<file path="config.mk">
export PLATFORM = sky130hd
export DESIGN_NAME = countdown_timer
export DESIGN_NICKNAME = d
export VERILOG_FILES = /design/src/rtl/countdown_timer.sv
export SDC_FILE = /design/constraint.sdc
export NUM_CORES = 1
export LEC_CHECK = 0
export ABC_AREA = 1
export CAP_MARGIN = 20
export CORE_MARGIN = 1
export CORE_UTILIZATION = 55
export DETAILED_ROUTE_END_ITERATION = 10
export PLACE_DENSITY = 0.79
export SYNTH_ARGS = -nofsm -noshare
export SYNTH_HDL_FRONTEND = slang
export SYNTH_SLANG_ARGS = --single-unit
export TNS_END_PERCENT = 30
</file>
<file path="constraint.sdc">
create_clock -name clk -period 4.8 [get_ports clk]
set_input_delay 1.44 -clock clk [delete_from_list [all_inputs] [get_ports clk]]
set_output_delay 1.44 -clock clk [all_outputs]
set_load 0.02 [all_outputs]
</file>
<file path="src/rtl/countdown_timer.sv">
// BCD mm:ss countdown timer: loads a preset, decrements once per TICK_DIV clocks
// until 00:00, then holds in EXPIRED until a valid load.
module countdown_timer #(
    parameter int TICK_DIV = 100_000_000
) (
    input  logic       clk,
    input  logic       reset,
    input  logic       load,
    input  logic [2:0] ld_m_l,
    input  logic [3:0] ld_m_r,
    input  logic [2:0] ld_s_l,
    input  logic [3:0] ld_s_r,
    input  logic       start,
    input  logic       pause,
    output logic [2:0] M_L,
    output logic [3:0] M_R,
    output logic [2:0] Q_L,
    output logic [3:0] Q_R,
    output logic       running,
    output logic       done,
    output logic       expired,
    output logic       load_err
);

    localparam int            PW        = (TICK_DIV > 1) ? $clog2(TICK_DIV) : 1;
    localparam logic [PW-1:0] TICK_LAST = PW'(TICK_DIV - 1);

    typedef enum logic [1:0] {
        ST_IDLE,
        ST_RUN,
        ST_PAUSE,
        ST_EXPIRED
    } state_t;

    state_t        r_state, w_state_nxt;
    logic [PW-1:0] r_presc, w_presc_nxt;
    logic [2:0]    r_m_l, w_m_l_nxt, w_dec_m_l;
    logic [3:0]    r_m_r, w_m_r_nxt, w_dec_m_r;
    logic [2:0]    r_q_l, w_q_l_nxt, w_dec_q_l;
    logic [3:0]    r_q_r, w_q_r_nxt, w_dec_q_r;
    logic          r_running, r_done, r_expired, r_load_err;
    logic          w_done_nxt, w_load_err_nxt;
    logic          w_ld_valid, w_is_zero, w_dec_zero, w_tick, w_resume;

    assign w_ld_valid = (ld_m_l <= 3'd5) && (ld_m_r <= 4'd9) &&
                        (ld_s_l <= 3'd5) && (ld_s_r <= 4'd9);
    assign w_is_zero  = (r_m_l == 3'd0) && (r_m_r == 4'd0) &&
                        (r_q_l == 3'd0) && (r_q_r == 4'd0);
    assign w_dec_zero = (w_dec_m_l == 3'd0) && (w_dec_m_r == 4'd0) &&
                        (w_dec_q_l == 3'd0) && (w_dec_q_r == 4'd0);
    assign w_tick     = (r_presc == TICK_LAST);
    // pause outranks start, so a simultaneous pause suppresses a resume
    assign w_resume   = start && !pause && !w_is_zero;

    // One-second decrement with the Q_R -> Q_L -> M_R -> M_L borrow chain
    always_comb begin
        w_dec_m_l = r_m_l;
        w_dec_m_r = r_m_r;
        w_dec_q_l = r_q_l;
        w_dec_q_r = r_q_r;
        if (r_q_r != 4'd0) begin
            w_dec_q_r = r_q_r - 4'd1;
        end else begin
            w_dec_q_r = 4'd9;
            if (r_q_l != 3'd0) begin
                w_dec_q_l = r_q_l - 3'd1;
            end else begin
                w_dec_q_l = 3'd5;
                if (r_m_r != 4'd0) begin
                    w_dec_m_r = r_m_r - 4'd1;
                end else begin
                    w_dec_m_r = 4'd9;
                    w_dec_m_l = r_m_l - 3'd1;
                end
            end
        end
    end

    always_comb begin
        w_state_nxt    = r_state;
        w_presc_nxt    = r_presc;
        w_m_l_nxt      = r_m_l;
        w_m_r_nxt      = r_m_r;
        w_q_l_nxt      = r_q_l;
        w_q_r_nxt      = r_q_r;
        w_done_nxt     = 1'b0;
        w_load_err_nxt = 1'b0;

        if (load && w_ld_valid) begin
            w_state_nxt = ST_IDLE;
            w_presc_nxt = '0;
            w_m_l_nxt   = ld_m_l;
            w_m_r_nxt   = ld_m_r;
            w_q_l_nxt   = ld_s_l;
            w_q_r_nxt   = ld_s_r;
        end else begin
            // A rejected load freezes control inputs but lets a running count continue
            w_load_err_nxt = load;
            case (r_state)
                ST_IDLE, ST_PAUSE: begin
                    if (!load && w_resume) w_state_nxt = ST_RUN;
                end
                ST_RUN: begin
                    if (!load && pause) begin
                        w_state_nxt = ST_PAUSE;
                    end else if (w_tick && !w_is_zero) begin
                        w_presc_nxt = '0;
                        w_m_l_nxt   = w_dec_m_l;
                        w_m_r_nxt   = w_dec_m_r;
                        w_q_l_nxt   = w_dec_q_l;
                        w_q_r_nxt   = w_dec_q_r;
                        if (w_dec_zero) begin
                            w_state_nxt = ST_EXPIRED;
                            w_done_nxt  = 1'b1;
                        end
                    end else begin
                        w_presc_nxt = r_presc + 1'b1;
                    end
                end
                ST_EXPIRED: ;
                default: w_state_nxt = ST_IDLE;
            endcase
        end
    end

    always_ff @(posedge clk or negedge reset) begin
        if (!reset) begin
            r_state    <= ST_IDLE;
            r_presc    <= '0;
            r_m_l      <= '0;
            r_m_r      <= '0;
            r_q_l      <= '0;
            r_q_r      <= '0;
            r_running  <= 1'b0;
            r_done     <= 1'b0;
            r_expired  <= 1'b0;
            r_load_err <= 1'b0;
        end else begin
            r_state    <= w_state_nxt;
            r_presc    <= w_presc_nxt;
            r_m_l      <= w_m_l_nxt;
            r_m_r      <= w_m_r_nxt;
            r_q_l      <= w_q_l_nxt;
            r_q_r      <= w_q_r_nxt;
            r_running  <= (w_state_nxt == ST_RUN);
            r_done     <= w_done_nxt;
            r_expired  <= (w_state_nxt == ST_EXPIRED);
            r_load_err <= w_load_err_nxt;
        end
    end

    assign M_L      = r_m_l;
    assign M_R      = r_m_r;
    assign Q_L      = r_q_l;
    assign Q_R      = r_q_r;
    assign running  = r_running;
    assign done     = r_done;
    assign expired  = r_expired;
    assign load_err = r_load_err;

endmodule
</file>
==> impl_metrics.json, run 1 <==
{
  "status": "completed",
  "relSlewSlack_pct": 42.3,
  "path_delay_family": "buffers and inverters",
  "first_global_vias": 2765,
  "cts.htree.levels": 2,
  "p_seq_share_pct": 38.2,
  "syn_inst": 440,
  "slowest_delay_ns": 0.44,
  "ys_warn_count": 0,
  "required_ns": 4.97,
  "ys_types": 36,
  "tightestPinTransition_ns": 0.863,
  "multiInputGateArea_um2": 1660,
  "die_w_um": 77.8,
  "drv_cap": 0,
  "startpoint_type": "primary input",
  "num_antenna_cells": 0,
  "skew_ns": 0.0133,
  "maxSlewViolCount": 0,
  "drive_gt1_share_pct": 10.3,
  "rsz0062_at_grt": "no",
  "synth_edf_count": 0,
  "numClockSinks": 47,
  "antenna_found_initial": 0,
  "leakage_nw": 1.65,
  "setup_violations": 0,
  "synthArstFlopShare_pct": 100,
  "syn2layout_area_growth_pct": 15.4,
  "gp_congestion": 0.916,
  "remaining_drc_errors": 0,
  "critical_path_class": "primary input to flop",
  "grt_pass1_wl_mm": 12.8,
  "overflow": 0,
  "path_buf_inv": 2,
  "cp_data_arrival_time_ns": 3.48,
  "period_needed_ns": 3.31,
  "start_util_pct": 57.4,
  "path_clk_slew_ns": 0.08,
  "powerDensity_nw_per_um2": 447,
  "finalSetupTns_ns": 0,
  "grtUsageTotal_pct": 26.5,
  "dr_total_vias": 2947,
  "use_met3_pct": 3.18,
  "p_sw_w": 0.000691,
  "core_um2": 5510,
  "max_freq_mhz": 302,
  "worstPathCellList": "clkdlybuf4s50_1 > nand2_1 > nand2_1 > a21oi_1 > nand3_2 > o21ai_4 > inv_2 > nor2_1 > xnor2_1 > nor2_1",
  "hold_path.class": "flop to flop",
  "peakVddDrop_v": 0.000376,
  "root_buffer": "clkbuf_8",
  "routed_wl_mm": 7.29,
  "portBuffers": 36,
  "p_comb_share_pct": 44.4,
  "swShare_pct": 42.3,
  "synthesis.area_um2": 3160,
  "met1_usage_pct": 36.7,
  "cts_max_path_buffers": 2,
  "antenna_left": 0,
  "die-area_um2": 6050,
  "cts_buffers": 5,
  "clk_latency_ns": 0.30,
  "post-cts-setup-buffer-count": 0,
  "avgSynthCellArea_um2": 7.18,
  "internal_power_w": 0.000940,
  "clockPowerShare_pct": 17.4,
  "fin_total_pwr_w": 0.00163,
  "end_kind": "flop",
  "utilization_pct": 66.2,
  "cp_max_fo": 35,
  "fin_nets": 496,
  "io_pins": 37,
  "finalHoldViolations": 0,
  "die_height_um": 77.8,
  "grt_start_max_net_pins": 48,
  "min_period_over_period_pct": 68.9,
  "top_usage_layer": "met2",
  "fill_cells": 501,
  "seq_area_um2": 1180,
  "synthFlopType": "dfrtp_1",
  "cts-resized-gates": 0,
  "ctsHoldBuffers": 0,
  "grt_use_met2_pct": 44.0,
  "cts_tree": "yes",
  "seq_area_frac_synth_pct": 37.2,
  "ys_seq_elements": 47,
  "dp_hpwl_mm": 5.44,
  "dr.pass1.iters": 4,
  "post_drt_wl_per_cell_um": 13.3,
  "num_rows": 27,
  "via_per_inst": 5.40,
  "synth_nets": 462,
  "drtIter0Drc": 251,
  "cp_slowest_cell": "clkdlybuf4s50_1"
}
-- layout make-up --
type                    count  share of cell area [%]
clock buffers               5                    1.89
clock inverters             2                    1.03
inverters                  60                    6.38
multi-input cells         322                    45.5
flip-flops and latches     47                    32.2
well taps                  72                    2.47
repair buffers             38                    10.5
-- kinds of logic (layout without fill, tap and decap cells) --
logic type / after synthesis / count (layout) / synth area share (%)
mux: 1 / 1 / 0.317
compound gates: 55 / 55 / 10.6
buf+inv: 71 / 105 / 10.3
simple gates: 249 / 249 / 36.5
fa+ha+maj: 3 / 3 / 1.19
xor+xnor: 14 / 14 / 3.88
flops: 47 / 47 / 37.2
-- state kept, by name, summed over array words and instances (netlist names), 2 cells and up --
name / flops
M_L: 3
M_R: 4
r_presc: 27
Q_R: 4
r_state: 2
Q_L: 3
-- synth_stat cells (all sizes together), types with 2 or more instances --
cell,instances,share of area (%)
a21oi,11,1.7
nand2,119,15
a31oi,2,0.40
dfrtp,47,37
nand3b,3,0.71
nand3,33,6.1
inv,60,7.4
buf,10,2.8
xnor2,2,0.55
o31ai,2,0.47
xor2,12,3.3
nor2,60,7.8
nand4,14,2.8
o21ai,39,7.7
and3,2,0.40
ha,3,1.2
nor3,16,3.5
-- final timing paths --
kind,endpoint,cells after the start,slack (ns),startpoint
setup / recovery,r_presc[15]$_DFFE_PN0P_,10,1.49,ld_m_l[2]
hold / removal,Q_L[1]$_DFFE_PN0P_,2,0.56,Q_L[1]$_DFFE_PN0P_
setup reg to reg,r_presc[15]$_DFFE_PN0P_,7,2.78,r_state[1]$_DFF_PN0_
hold reg to reg,Q_L[1]$_DFFE_PN0P_,2,0.56,Q_L[1]$_DFFE_PN0P_
max in group asynchronous,M_R[0]$_DFFE_PN0P_,2,3.22,reset
min in group asynchronous,r_presc[0]$_DFFE_PN0P_,1,1.07,reset
-- power by group through the flow --
stage,clock [W],sequential (W),combinational [W]
finish,0.000284,0.000623,0.000723
global route,0.000305,0.000644,0.000810
global placement,0,0.000627,0.000699
detailed placement,0,0.000627,0.000721
CTS,0.000293,0.000623,0.000723
floorplan,0,0.000674,0.000424
-- metrics by stage --
stage / std cells / setup slack [ns] / hold slack [ns] / instance area, um2
6_report: 546 / 1.49 / 0.561 / 3650
5_1_grt: 546 / 1.27 / 0.629 / 3650
4_1_cts: 545 / 1.51 / 0.568 / 3630
3_5_place_dp: 538 / 1.20 / 0.549 / 3520
3_3_place_gp: 538 / 1.26 / 0.541 / 3520
2_1_floorplan: 440 / 2.26 / 0.494 / 3160
-- metal layers --
metal  part of all wire (%)  wire, um
met1                     45      3280
met2                     48      3530
met3                    5.8       426
met4                   0.75        55
met5                      0         0
-- cell usage in the layout (no fill, tap or decap), types with 2 or more instances in the layout --
master,Yosys,final
dfrtp_1,47,47
nor3_1,10,10
o21ai_0,28,28
nor3_2,6,6
xnor2_1,2,2
clkdlybuf4s50_1,0,35
clkbuf_8,0,5
nand2_2,5,5
nor2_2,6,6
inv_1,55,55
nand3_2,3,3
o21ai_2,10,10
a21oi_1,11,11
a31oi_1,2,2
nand3_1,29,29
nand2_1,113,113
and3_1,2,2
ha_1,3,3
xor2_1,12,12
o31ai_1,2,2
nand3b_1,3,3
nand4_1,14,14
nor2_1,53,53
inv_2,4,4
-- worst min-delay path: stages (launching register included) --
cell     delay, ns
dfrtp_1       0.40
nand2_1       0.07
nand2_1       0.06
Power figures use the tool's default switching activity.
==> run 2: changes to the inputs <==
--- a/config.mk
+++ b/config.mk
@@ -8,9 +8,9 @@
 export ABC_AREA = 1
 export CAP_MARGIN = 20
 export CORE_MARGIN = 1
-export CORE_UTILIZATION = 55
+export CORE_UTILIZATION = 51
 export DETAILED_ROUTE_END_ITERATION = 10
-export PLACE_DENSITY = 0.79
+export PLACE_DENSITY = 0.77
 export SYNTH_ARGS = -nofsm -noshare
 export SYNTH_HDL_FRONTEND = slang
 export SYNTH_SLANG_ARGS = --single-unit
==> constraint.sdc (replaced) <==
create_clock -name clk -period 2.7 [get_ports clk]
set_input_delay 0.81 -clock clk [delete_from_list [all_inputs] [get_ports clk]]
set_output_delay 0.81 -clock clk [all_outputs]
set_load 0.02 [all_outputs]
==> run 2 against run 1 <==
Against the previous run:
- total power rose by 75%
- via count rose by 0.17%
- non-clock buffer count rose by 4
- worst setup slack got worse by 1.0 ns
- global-route usage is 1.2 points lower
- sequential power increased by 78%
- register-to-register slack lost 1.9 ns
- final area up 0.75%
- critical endpoint is now M_L[2]$_DFFE_PN0P_
==> impl_metrics.json, run 2 (synthesized netlist as in run 1, its figures left out) <==
{
  "status": "completed",
  "cp_max_fo": 17,
  "cp.depth": 9,
  "finalSetupTns_ns": 0,
  "critical_path_class": "primary input to flop",
  "overflow": 0,
  "cts_buffers": 5,
  "antenna_left": 0,
  "largest_reg_flops": 27,
  "skew_ns": 0.00736,
  "fill_cells": 552,
  "post-cts-setup-buffer-count": 0,
  "remaining_drc_errors": 0,
  "dr.pass1.iters": 4,
  "layout_common_cells": "nand2_1, inv_1, nor2_1, dfrtp_1, clkdlybuf4s50_1",
  "drv_cap": 0,
  "die-area_um2": 6520,
  "reg2reg_depth": 11,
  "routed_wl_mm": 7.27,
  "syn2layout_area_growth_pct": 16.3,
  "start_util_pct": 53.1,
  "setup_violations": 0,
  "required_ns": 2.89,
  "antenna_found_initial": 0,
  "powerDensity_nw_per_um2": 776,
  "path_buf_inv": 3,
  "fin_nets": 500,
  "seq_area_um2": 1180,
  "r2r_slack_ns": 0.84,
  "top_register": "r_presc",
  "r2r-start": "r_presc[0]$_DFFE_PN0P_",
  "cp-startpoint": "ld_m_l[2]",
  "post_drt_wl_per_cell_um": 13.2,
  "cp_slowest_cell": "clkdlybuf4s50_1",
  "end_kind": "flop",
  "dr_total_vias": 2952,
  "rr_endpoint": "M_L[0]$_DFFE_PN0P_",
  "max_freq_mhz": 443,
  "path_clk_slew_ns": 0.09,
  "grt_pass1_wl_mm": 12.8,
  "cts_tree": "yes",
  "cp_data_arrival_time_ns": 2.45,
  "gp_congestion": 0.882,
  "worstPathCellList": "clkdlybuf4s50_1 > nand2_1 > nand2_1 > a21oi_1 > nand3_2 > inv_1 > buf_12 > mux2i_1 > o21ai_0",
  "num_antenna_cells": 0,
  "core_um2": 5960,
  "tightestPinTransition_ns": 0.350,
  "num_rows": 28,
  "relSlewSlack_pct": 76.5,
  "grt_start_max_net_pins": 38,
  "ctsHoldBuffers": 0,
  "clk_latency_ns": 0.31,
  "min_period_over_period_pct": 83.5,
  "cts-resized-gates": 0,
  "portBuffers": 36,
  "rsz0062_at_grt": "no",
  "period_needed_ns": 2.25,
  "multiInputGateArea_um2": 1660,
  "io_pins": 37,
  "slowest_delay_ns": 0.43,
  "utilization_pct": 61.7,
  "peakVddDrop_v": 0.000648,
  "path_delay_family": "buffers and inverters",
  "via_per_inst": 5.34,
  "drive_gt1_share_pct": 11.1,
  "die_w_um": 80.7,
  "maxSlewViolCount": 0,
  "die_height_um": 80.7,
  "cts.htree.levels": 2,
  "cts_max_path_buffers": 2,
  "root_buffer": "clkbuf_8",
  "first_global_vias": 2813,
  "leakage_nw": 1.67,
  "dp_hpwl_mm": 5.51,
  "hold_path.class": "primary input to async pin",
  "startpoint_type": "primary input",
  "grtUsageTotal_pct": 25.4,
  "numClockSinks": 47,
  "layout_commonest_cell": "nand2_1",
  "finalHoldViolations": 0,
  "cp_common_cell": "nand2_1",
  "drtIter0Drc": 206
}
==> run 2: cell count changes in the layout (fill, tap and decap cells not counted) <==
cell / before / now
buf_4: 1 / 4
clkbuf_8: 5 / 6
clkinv_2: 0 / 1
buf_12: 1 / 2
clkinvlp_4: 1 / 0
bufinv_16: 1 / 0
==> run 2: worst register-to-register path: stages, from the launching register on <==
cell     delay [ns]
dfrtp_1        0.41
ha_1           0.20
nand3_1        0.13
inv_1          0.13
nand3_4        0.11
inv_2          0.08
nand3_2        0.09
nand2_2        0.10
nand2_4        0.11
inv_8          0.24
nand2_1        0.12
o21ai_2        0.06
==> run 2: through the flow <==
| step | hold slack, ns | std cells | cell area (um2) | power [W] | setup slack, ns |
|---|---|---|---|---|---|
| 4_1_cts | 0.411 | 553 | 3670 | 0.00286 | 0.428 |
| 2_1_floorplan | 0.494 | 440 | 3160 | 0.00195 | 0.786 |
| 3_5_place_dp | 0.538 | 546 | 3590 | 0.00241 | 0.0866 |
| 5_1_grt | 0.424 | 553 | 3670 | 0.00307 | 0.216 |
| 6_report | 0.399 | 553 | 3670 | 0.00285 | 0.445 |
| 3_3_place_gp | 0.534 | 546 | 3590 | 0.00239 | 0.0767 |
==> run 2: cell type report <==
cell class,count,area share [%]
clock buffer,6,2.25
clock inverter,1,0.136
timing repair buffer,42,11.6
sequential,47,32.0
tap,75,2.55
multi-input combinational,322,45.1
inverter,60,6.33
==> run 2: routing by layer <==
layer  wire length [um]  GRT usage (%)  share of wire, %  vias up
li1                   -              -                 -     1489
met1               3400           33.3                47     1384
met2               3420           41.8                47       64
met3                313           3.86               4.3       15
met4                140           10.0               1.9        0
met5                  0              0                 0        -
==> run 2: worst max path at each step <==
| stage | end | slack, ns |
|---|---|---|
| floorplan | r_presc[12]$_DFFE_PN0P_ | 0.79 |
| detailed placement | M_L[2]$_DFFE_PN0P_ | 0.09 |
| global route | M_L[2]$_DFFE_PN0P_ | 0.22 |
| global placement | M_L[2]$_DFFE_PN0P_ | 0.08 |
| finish | M_L[2]$_DFFE_PN0P_ | 0.45 |
| CTS | M_L[2]$_DFFE_PN0P_ | 0.43 |
==> run 2: where the power goes <==
part | internal (W) | switching (W) | total [W] | leakage [nW]
Combinational | 0.000522 | 0.000778 | 0.00130 | 1.00
Sequential | 0.000894 | 0.000214 | 0.00111 | 0.622
Clock | 0.000201 | 0.000243 | 0.000445 | 0.0470
Total | 0.00162 | 0.00124 | 0.00285 | 1.67
